File: config.mk
export PLATFORM = sky130hd
export DESIGN_NAME = regfile_sb
export DESIGN_NICKNAME = d
export VERILOG_FILES = /design/src/rtl/regfile_sb_pkg.sv /design/src/rtl/regfile_sb_scoreboard.sv /design/src/rtl/regfile_sb.sv
export SDC_FILE = /design/constraint.sdc
export NUM_CORES = 2
export LEC_CHECK = 0
export BUFFER_PORTS_ARGS = -buffer_cell sky130_fd_sc_hd__buf_2
export CAP_MARGIN = 20
export CORE_UTILIZATION = 38
export CTS_CLUSTER_SIZE = 12
export DETAILED_ROUTE_END_ITERATION = 10
export SLEW_MARGIN = 20
export SYNTH_ARGS = -nofsm -noshare
export SYNTH_HDL_FRONTEND = slang
export SYNTH_SLANG_ARGS = --single-unit
File: constraint.sdc
create_clock -name clk -period 2.3 [get_ports clk]
set_clock_uncertainty 0.05 [all_clocks]
set_input_delay 0.115 -clock clk [delete_from_list [all_inputs] [get_ports clk]]
set_output_delay 0.115 -clock clk [all_outputs]
set_load 0.01 [all_outputs]
File: src/rtl/regfile_sb_pkg.sv
// +----------------------------------------------------------------------------+
// | Module      : regfile_sb_pkg                                               |
// | Description : Shared constants for the register file and its scoreboard.   |
// |               Optional build macro: REGFILE_WB_BYPASS_EN.                  |
// | Revision    : 1.0  initial release                                         |
// +----------------------------------------------------------------------------+
`default_nettype none

`ifndef DATA_WIDTH
`define DATA_WIDTH 32
`endif

package regfile_sb_pkg;
  localparam int DATA_WIDTH = `DATA_WIDTH;
  localparam int REG_ADDR_W = 5;
  localparam int NUM_REGS   = 32;
  localparam logic [REG_ADDR_W-1:0] REG_ZERO = 5'd0;
endpackage

`default_nettype wire

File: src/rtl/regfile_sb_scoreboard.sv
// +----------------------------------------------------------------------------+
// | Module      : rf_scoreboard                                                |
// | Description : Busy-bit scoreboard with set/clear/flush priority, busy      |
// |               lookups and issue stall. Macro: REGFILE_WB_BYPASS_EN.        |
// | Revision    : 1.0  initial release                                         |
// +----------------------------------------------------------------------------+
`default_nettype none

module rf_scoreboard #(
  parameter int NUM_REGS = 32,
  parameter int ADDR_W   = 5
) (
  input  logic              clk,
  input  logic              rst_n,
  input  logic              mark_valid,
  input  logic [ADDR_W-1:0] mark_rd,
  input  logic              flush,
  input  logic              clr_valid,
  input  logic [ADDR_W-1:0] clr_rd,
  input  logic [ADDR_W-1:0] rs1_addr,
  input  logic [ADDR_W-1:0] rs2_addr,
  output logic              rs1_busy,
  output logic              rs2_busy,
  output logic              hazard_stall
);
  import regfile_sb_pkg::*;

  logic [NUM_REGS-1:1] r_busy;
  logic [NUM_REGS-1:1] w_busy_nxt;
  logic [NUM_REGS-1:0] w_busy;

  assign w_busy = {r_busy, 1'b0};

  // Mark is applied after clear so a new producer supersedes a completing one.
  always_comb begin
    w_busy_nxt = r_busy;
    for (int i = 1; i < NUM_REGS; i++) begin
      if (clr_valid && (clr_rd == ADDR_W'(i)))
        w_busy_nxt[i] = 1'b0;
      if (mark_valid && (mark_rd == ADDR_W'(i)))
        w_busy_nxt[i] = 1'b1;
    end
    if (flush)
      w_busy_nxt = '0;
  end

  always_ff @(posedge clk or negedge rst_n) begin
    if (!rst_n)
      r_busy <= '0;
    else
      r_busy <= w_busy_nxt;
  end

`ifdef REGFILE_WB_BYPASS_EN
  logic w_rs1_clr;
  logic w_rs2_clr;

  assign w_rs1_clr = clr_valid && (clr_rd == rs1_addr)
                     && !(mark_valid && (mark_rd == rs1_addr));
  assign w_rs2_clr = clr_valid && (clr_rd == rs2_addr)
                     && !(mark_valid && (mark_rd == rs2_addr));
  assign rs1_busy  = w_busy[rs1_addr] && !w_rs1_clr;
  assign rs2_busy  = w_busy[rs2_addr] && !w_rs2_clr;
`else
  assign rs1_busy  = w_busy[rs1_addr];
  assign rs2_busy  = w_busy[rs2_addr];
`endif

  // WAW term keeps at most one outstanding producer per register.
  assign hazard_stall = rs1_busy || rs2_busy || (mark_valid && w_busy[mark_rd]);

endmodule

`default_nettype wire

File: src/rtl/regfile_sb.sv
// +----------------------------------------------------------------------------+
// | Module      : regfile_sb                                                   |
// | Description : Integer register file (x0 = 0), two combinational read ports |
// |               and busy scoreboard. Macro: REGFILE_WB_BYPASS_EN.            |
// | Revision    : 1.0  initial release                                         |
// +----------------------------------------------------------------------------+
`default_nettype none

module regfile_sb #(
  parameter int DATA_WIDTH = regfile_sb_pkg::DATA_WIDTH,
  parameter int NUM_REGS   = regfile_sb_pkg::NUM_REGS,
  parameter int ADDR_W     = regfile_sb_pkg::REG_ADDR_W
) (
  input  logic                  clk,
  input  logic                  rst_n,
  input  logic                  wb_we,
  input  logic [ADDR_W-1:0]     wb_rd,
  input  logic [DATA_WIDTH-1:0] wb_wdata,
  input  logic [ADDR_W-1:0]     rs1_addr,
  input  logic [ADDR_W-1:0]     rs2_addr,
  output logic [DATA_WIDTH-1:0] rs1_data,
  output logic [DATA_WIDTH-1:0] rs2_data,
  input  logic                  mark_valid,
  input  logic [ADDR_W-1:0]     mark_rd,
  input  logic                  flush,
  output logic                  rs1_busy,
  output logic                  rs2_busy,
  output logic                  hazard_stall
);
  import regfile_sb_pkg::*;

  logic                  w_wb_fire;
  logic [DATA_WIDTH-1:0] r_regs  [1:NUM_REGS-1];
  logic [DATA_WIDTH-1:0] w_rd_arr [NUM_REGS];

  assign w_wb_fire   = wb_we && (wb_rd != REG_ZERO);
  assign w_rd_arr[0] = '0;

  genvar gi;
  generate
    for (gi = 1; gi < NUM_REGS; gi++) begin : g_reg
      always_ff @(posedge clk or negedge rst_n) begin
        if (!rst_n)
          r_regs[gi] <= '0;
        else if (w_wb_fire && (wb_rd == ADDR_W'(gi)))
          r_regs[gi] <= wb_wdata;
      end
      assign w_rd_arr[gi] = r_regs[gi];
    end
  endgenerate

`ifdef REGFILE_WB_BYPASS_EN
  // Forwarding is suppressed in reset so the read ports stay at zero.
  logic w_fwd_en;

  assign w_fwd_en = w_wb_fire && rst_n;
  assign rs1_data = (w_fwd_en && (wb_rd == rs1_addr)) ? wb_wdata : w_rd_arr[rs1_addr];
  assign rs2_data = (w_fwd_en && (wb_rd == rs2_addr)) ? wb_wdata : w_rd_arr[rs2_addr];
`else
  assign rs1_data = w_rd_arr[rs1_addr];
  assign rs2_data = w_rd_arr[rs2_addr];
`endif

  rf_scoreboard #(
    .NUM_REGS (NUM_REGS),
    .ADDR_W   (ADDR_W)
  ) u_scoreboard (
    .clk          (clk),
    .rst_n        (rst_n),
    .mark_valid   (mark_valid),
    .mark_rd      (mark_rd),
    .flush        (flush),
    .clr_valid    (w_wb_fire),
    .clr_rd       (wb_rd),
    .rs1_addr     (rs1_addr),
    .rs2_addr     (rs2_addr),
    .rs1_busy     (rs1_busy),
    .rs2_busy     (rs2_busy),
    .hazard_stall (hazard_stall)
  );

endmodule

`default_nettype wire

After elaboration in Yosys (flattened, before gate mapping)

Index checks and enable logic that the tools add are counted.

Register bits after elaboration: 1023
Latch bits: 0
Bits in writable memories: 0
Memory bits (read-only): 0
Input bits: 57
Output and inout port bits: 67
Memories: 0

Add/sub/neg operators: 0
$mul: 0
Div/mod/pow operators: 0
Order comparisons: 5
Equality and inequality tests: 62
Shifts and indexed selects: 0
Multiplexer cells: 75
Bitwise logic cells: 2
Reductions and logical operators: 98

Operators by type and width:

| operator           | number |
|---|---|
| $bmux 32 s5        | 2 |
| $eq 5x5->1 const B | 32 |
| $mux 32            | 4 |
| $reduce_bool 3->1  | 31 |
| $eq 5x4->1 const B | 16 |
| $mux 1             | 65 |
| $logic_and 1x1->1  | 64 |
| $eq 5x3->1 const B | 8 |
| $mux 31            | 1 |
| $eq 5x2->1 const B | 4 |
| $lt 5x6->1 const B | 3 |
| $bmux 1 s5         | 3 |
| $ge 6x6->1 const B | 2 |
| $not 5->6          | 2 |
| $eq 5x1->1 const B | 2 |
| $reduce_bool 5->1  | 1 |
| $logic_or 1x1->1   | 2 |

Depth between registers and ports, before layout

Word-level depth: 6
Depth in mapped cells: 8

Hierarchy

Synthesis repeated with hierarchy kept, for this count alone.

Cells, all modules: 3920
Area total of the unflattened synthesis: 55724.7 um^2

By module, submodules not included:

| module        | instances | cells an instance | area an instance (um^2) |
|---|---|---|---|
| regfile_sb    | 1         | 3643              | 53382.4 |
| rf_scoreboard | 1         | 277               | 2342.2 |

Worst setup path before layout

Ideal clock, no wire load.

Kind: input port to output port
Start point: in rs1_addr[1]
End point: out hazard_stall
Arrival time: 1999 ps
Required time: 2135 ps
Path slack: 136 ps
Cell stages on the path: 8
Cells stage by stage: clkbuf_1 buf_2 buf_1 mux4_2 mux2i_1 o32ai_1 a211o_1 a211o_1

Word-level cells in the longest chain between the ends: 4

Ends and longest elaborated chain:

| what                           | RTL line                    | text |
|---|---|---|
| start: declaration             | regfile_sb.sv:19            | `input logic [ADDR_W-1:0] rs1_addr,` |
| $bmux 1 s5                     | regfile_sb_scoreboard.sv:65 | `assign rs1_busy = w_busy[rs1_addr];` |
| $mux 1 (implied by the code)   | regfile_sb_scoreboard.sv:65 |  |
| named net rs1_busy             | regfile_sb.sv:26            | `output logic rs1_busy,` |
| $logic_or 1x1->1 (2 in series) | regfile_sb_scoreboard.sv:70 | `assign hazard_stall = rs1_busy \|\| rs2_busy \|\| (mark_valid && w_busy[mark_rd]);` |
| end: declaration               | regfile_sb.sv:28            | `output logic hazard_stall` |

The timed path passes the listed nets, and every way through them passes these cells. The select of a mux whose other input is x is not followed.

Final worst setup path

Start point: reg u_scoreboard.r_busy[3] (netlist bit)
End point: out hazard_stall

Word-level cells in the longest chain between the ends: 4
Elaborated cells on any way between the ends: 9
Those cells by class: mux (6); reduce/logical (3)

Ends and longest elaborated chain:

| what                                                  | RTL line                                                                              | text |
|---|---|---|
| start: declaration                                    | regfile_sb_scoreboard.sv:28                                                           | `logic [NUM_REGS-1:1] r_busy;` |
| start signal: assignment                              | regfile_sb_scoreboard.sv:51                                                           | `r_busy <= w_busy_nxt;` |
| $bmux 1 s5 (on tied branches)                         | regfile_sb_scoreboard.sv:65, regfile_sb_scoreboard.sv:66, regfile_sb_scoreboard.sv:70 |  |
| $mux 1 (on tied branches)                             | regfile_sb_scoreboard.sv:65, regfile_sb_scoreboard.sv:66, regfile_sb_scoreboard.sv:70 |  |
| $logic_or 1x1->1 or $logic_and 1x1->1 (tied branches) | regfile_sb_scoreboard.sv:70                                                           |  |
| $logic_or 1x1->1 (*)                                  | regfile_sb_scoreboard.sv:70                                                           |  |

Mark *: on every way between the ends. The rest lies on a longest branch, timed or not. The select of a mux whose other input is x is not followed.

==> out/results.txt <==
status = finished with violations
failing checks = setup timing
Final min period = 2.89 ns
Fmax = 346 MHz
DR iter-0 viols = 2565
CTS H-Tree Depth = 3
initial antenna violation count = 5
worst r2r path cells = 4
DRC Markers = 0
Hold EP = u_scoreboard.r_busy[11]
RSZ-0062 raised after global routing = true
final hold violations = 0
Die Area = 146000 sq um
Initial Utilization = 38.3%
GRT overflow = 0
reg-to-reg startpoint = u_scoreboard.r_busy[3]
family with the most delay on the worst path = multiplexers
Die Span Y = 382 um
max-slew headroom at the worst pin = 38.2%
fraction of layout cells with a size suffix above 1 = 64.1%
vias in the first global route = 34800
Gate Count Post-Synth = 3361
GP Congestion = 0.803
Syn Area/Cell = 16.3 sq um
core area = 143000 sq um
CTS Buf Count = 116
DP HPWL = 103000 um
Bufs on Longest Clock Path = 3
Slew Limit Fails = 0
Synth Flop Type = dfrtp_1
Initial DRT Pass Iterations = 5
max_cap viols = 0
Die Width = 382 um
Worst Tran Pin Value = 0.924 ns
hold path startpoint = wb_rd[3]
WL/cell = 29.7 um
Post-Syn Nets = 3418
crit path launch type = flip-flop
clk_lat worst skew = 0.73 ns
post-synth cell types = 37
first-pass GRT wire length = 245000 um
EDFF count, synth = 0
Seq cells post-synth = 1023
critical path peak fanout = 2
critical path cell sequence = mux2_2 -> a22o_1 -> mux4_2 -> o21a_1 -> a211o_1 -> buf_2
Tot GR Track Use = 22.9%
Pwr Total = 0.0556 W
CP endpoint kind = primary output
# setup viols final = 67
Worst path slowest cell = mux4_2
hold_ws = 0.0716 ns
register area share after synthesis = 46.6%
Max VDD drop = 0.663 mV
clock sink count = 1023
via count = 33300
Leakage = 28.1 nW
routed vias/inst = 5.99
io pins = 124
Rows = 139
critical path type = reg -> out
IO Port Bufs = 123
Crit path largest cell delay = 0.48 ns
Antenna Violating Nets Remaining = 0
cell area after synthesis = 54900 sq um
pwr dens = 851 nW/um^2
critical path depth = 6
Tcrit/Tclk final = 126%
hold depth = 7
WP buf/inv = 1
Crit Reg-Reg Endpoint = u_scoreboard.r_busy[3]
CTS tree = built
area grow syn2layout = 19.0%
setup ws final = -0.594 ns
CP arrival = 2.73 ns
largest net degree at the start of global routing = 122
routed wire length = 165000 um
Root Driver = clkbuf_16
ys async rst share = 100%
# nets final = 3617
Worst EP required = 2.13 ns
R2R setup slack = 0.79 ns
YS warnings = 0
worst hold path type = in -> reg
clk slew on worst S/H paths = 0.06 ns
==> layout by cell type, fill, tap and decap left out, drive strengths merged, types with 4 or more instances in the layout <==
master	Yosys	final
nor3	7	7
dfrtp	1023	1023
buf	179	405
nand2b	10	10
nand2	37	37
a22o	64	64
bufinv	0	11
dlygate4sd3	0	50
inv	2	6
mux2	1124	1124
a22oi	21	21
nor2	38	38
nor2b	6	6
a21oi	11	11
clkbuf	195	171
o21ai	9	9
mux2i	5	5
nand3	5	5
clkinv	1	27
nor3b	4	4
mux4	598	598
and2	6	6
==> worst min-delay path, stage by stage <==
cell,delay [ns]
buf_2,0.12
nand2_1,0.05
nor2_1,0.04
buf_4,0.18
nand2_1,0.12
a22oi_1,0.09
nor2_1,0.08
==> cells in the mapped netlist (2+ instances only) <==
cell	instances	area, sq um
mux2_2	1112	12500
dfrtp_1	1023	25600
mux4_2	598	13500
clkbuf_1	195	732
buf_2	93	465
a22o_1	64	561
buf_1	53	199
nor2_1	38	143
nand2_1	37	139
buf_4	22	165
a22oi_1	21	158
mux2_1	12	135
a21oi_1	11	55.1
buf_6	11	124
nand2b_1	10	62.6
o21ai_0	9	45.0
nor3_1	7	35.0
nor2b_1	6	37.5
and2_1	5	31.3
mux2i_1	5	50.1
nand3_1	5	25.0
nor3b_1	4	30.0
and3_1	3	18.8
nand3b_1	3	22.5
a211o_1	2	17.5
==> routing by layer <==
metal | track usage [%] | vias up | wire length [um]
met5 | 0 | - | 38
met4 | 8.04 | 8 | 5680
met3 | 4.14 | 301 | 10400
met2 | 36.4 | 1073 | 79300
met1 | 31.4 | 18300 | 69600
li1 | - | 13600 | -
==> cell type report <==
class,count,area [sq um]
clock buffers,171,3450
repair buffers,455,5220
inverters,3,11.3
clock inverters,42,569
diodes,2,5.00
fillers,12500,78100
multi-input cells,1961,28100
well taps,1903,2380
flip-flops and latches,1023,25600
==> flip-flops by register name, indices dropped and copies added (netlist names) <==
name                 flops
r_regs                 992
u_scoreboard.r_busy     31
==> power breakdown <==
group          switching [W]  internal [W]
Combinational        0.00429       0.00801
Clock                0.00784        0.0116
Sequential           0.00244        0.0214
==> how the worst max path moves through the flow <==
stage	startpoint	to
2_1_floorplan	rs1_addr[1]	hazard_stall
4_1_cts	u_scoreboard.r_busy[15]	hazard_stall
6_report	u_scoreboard.r_busy[3]	hazard_stall
3_5_place_dp	rs2_addr[0]	rs2_data[15]
5_1_grt	u_scoreboard.r_busy[15]	hazard_stall
3_3_place_gp	rs2_addr[0]	rs2_data[3]
==> stage by stage <==
step	cells	utilization [%]	cell area [sq um]	setup slack (ns)	setup TNS (ns)
detailed placement	5289	41.9	60100	-0.210	-11.75
finish	5560	45.5	65300	-0.594	-27.53
CTS	5554	45.5	65300	-0.650	-31.25
floorplan	3361	-	54900	0.136	0
global route	5558	45.5	65300	-0.661	-31.51
global placement	5289	41.9	60100	-0.215	-7.66
==> logic make-up (layout without fill, tap and decap cells) <==
family | after synthesis | after routing | share of synthesized area [%]
compound gates | 112 | 112 | 1.60
buf+inv | 377 | 671 | 3.09
flops | 1023 | 1023 | 46.6
mux | 1727 | 1727 | 47.7
other cells | 0 | 2 | 0
simple gates | 122 | 122 | 1.04
==> repair_timing <==
item | in CTS | in global routing
resized for setup | 142 | 6
endpoints found under the setup margin | 67 | 94
hold endpoints to repair | 1993 | 0
buffers inserted | 2 | 4
pin swaps | 7 | 1
hold buffers | 50 | 0
Power figures use the tool's default switching activity.
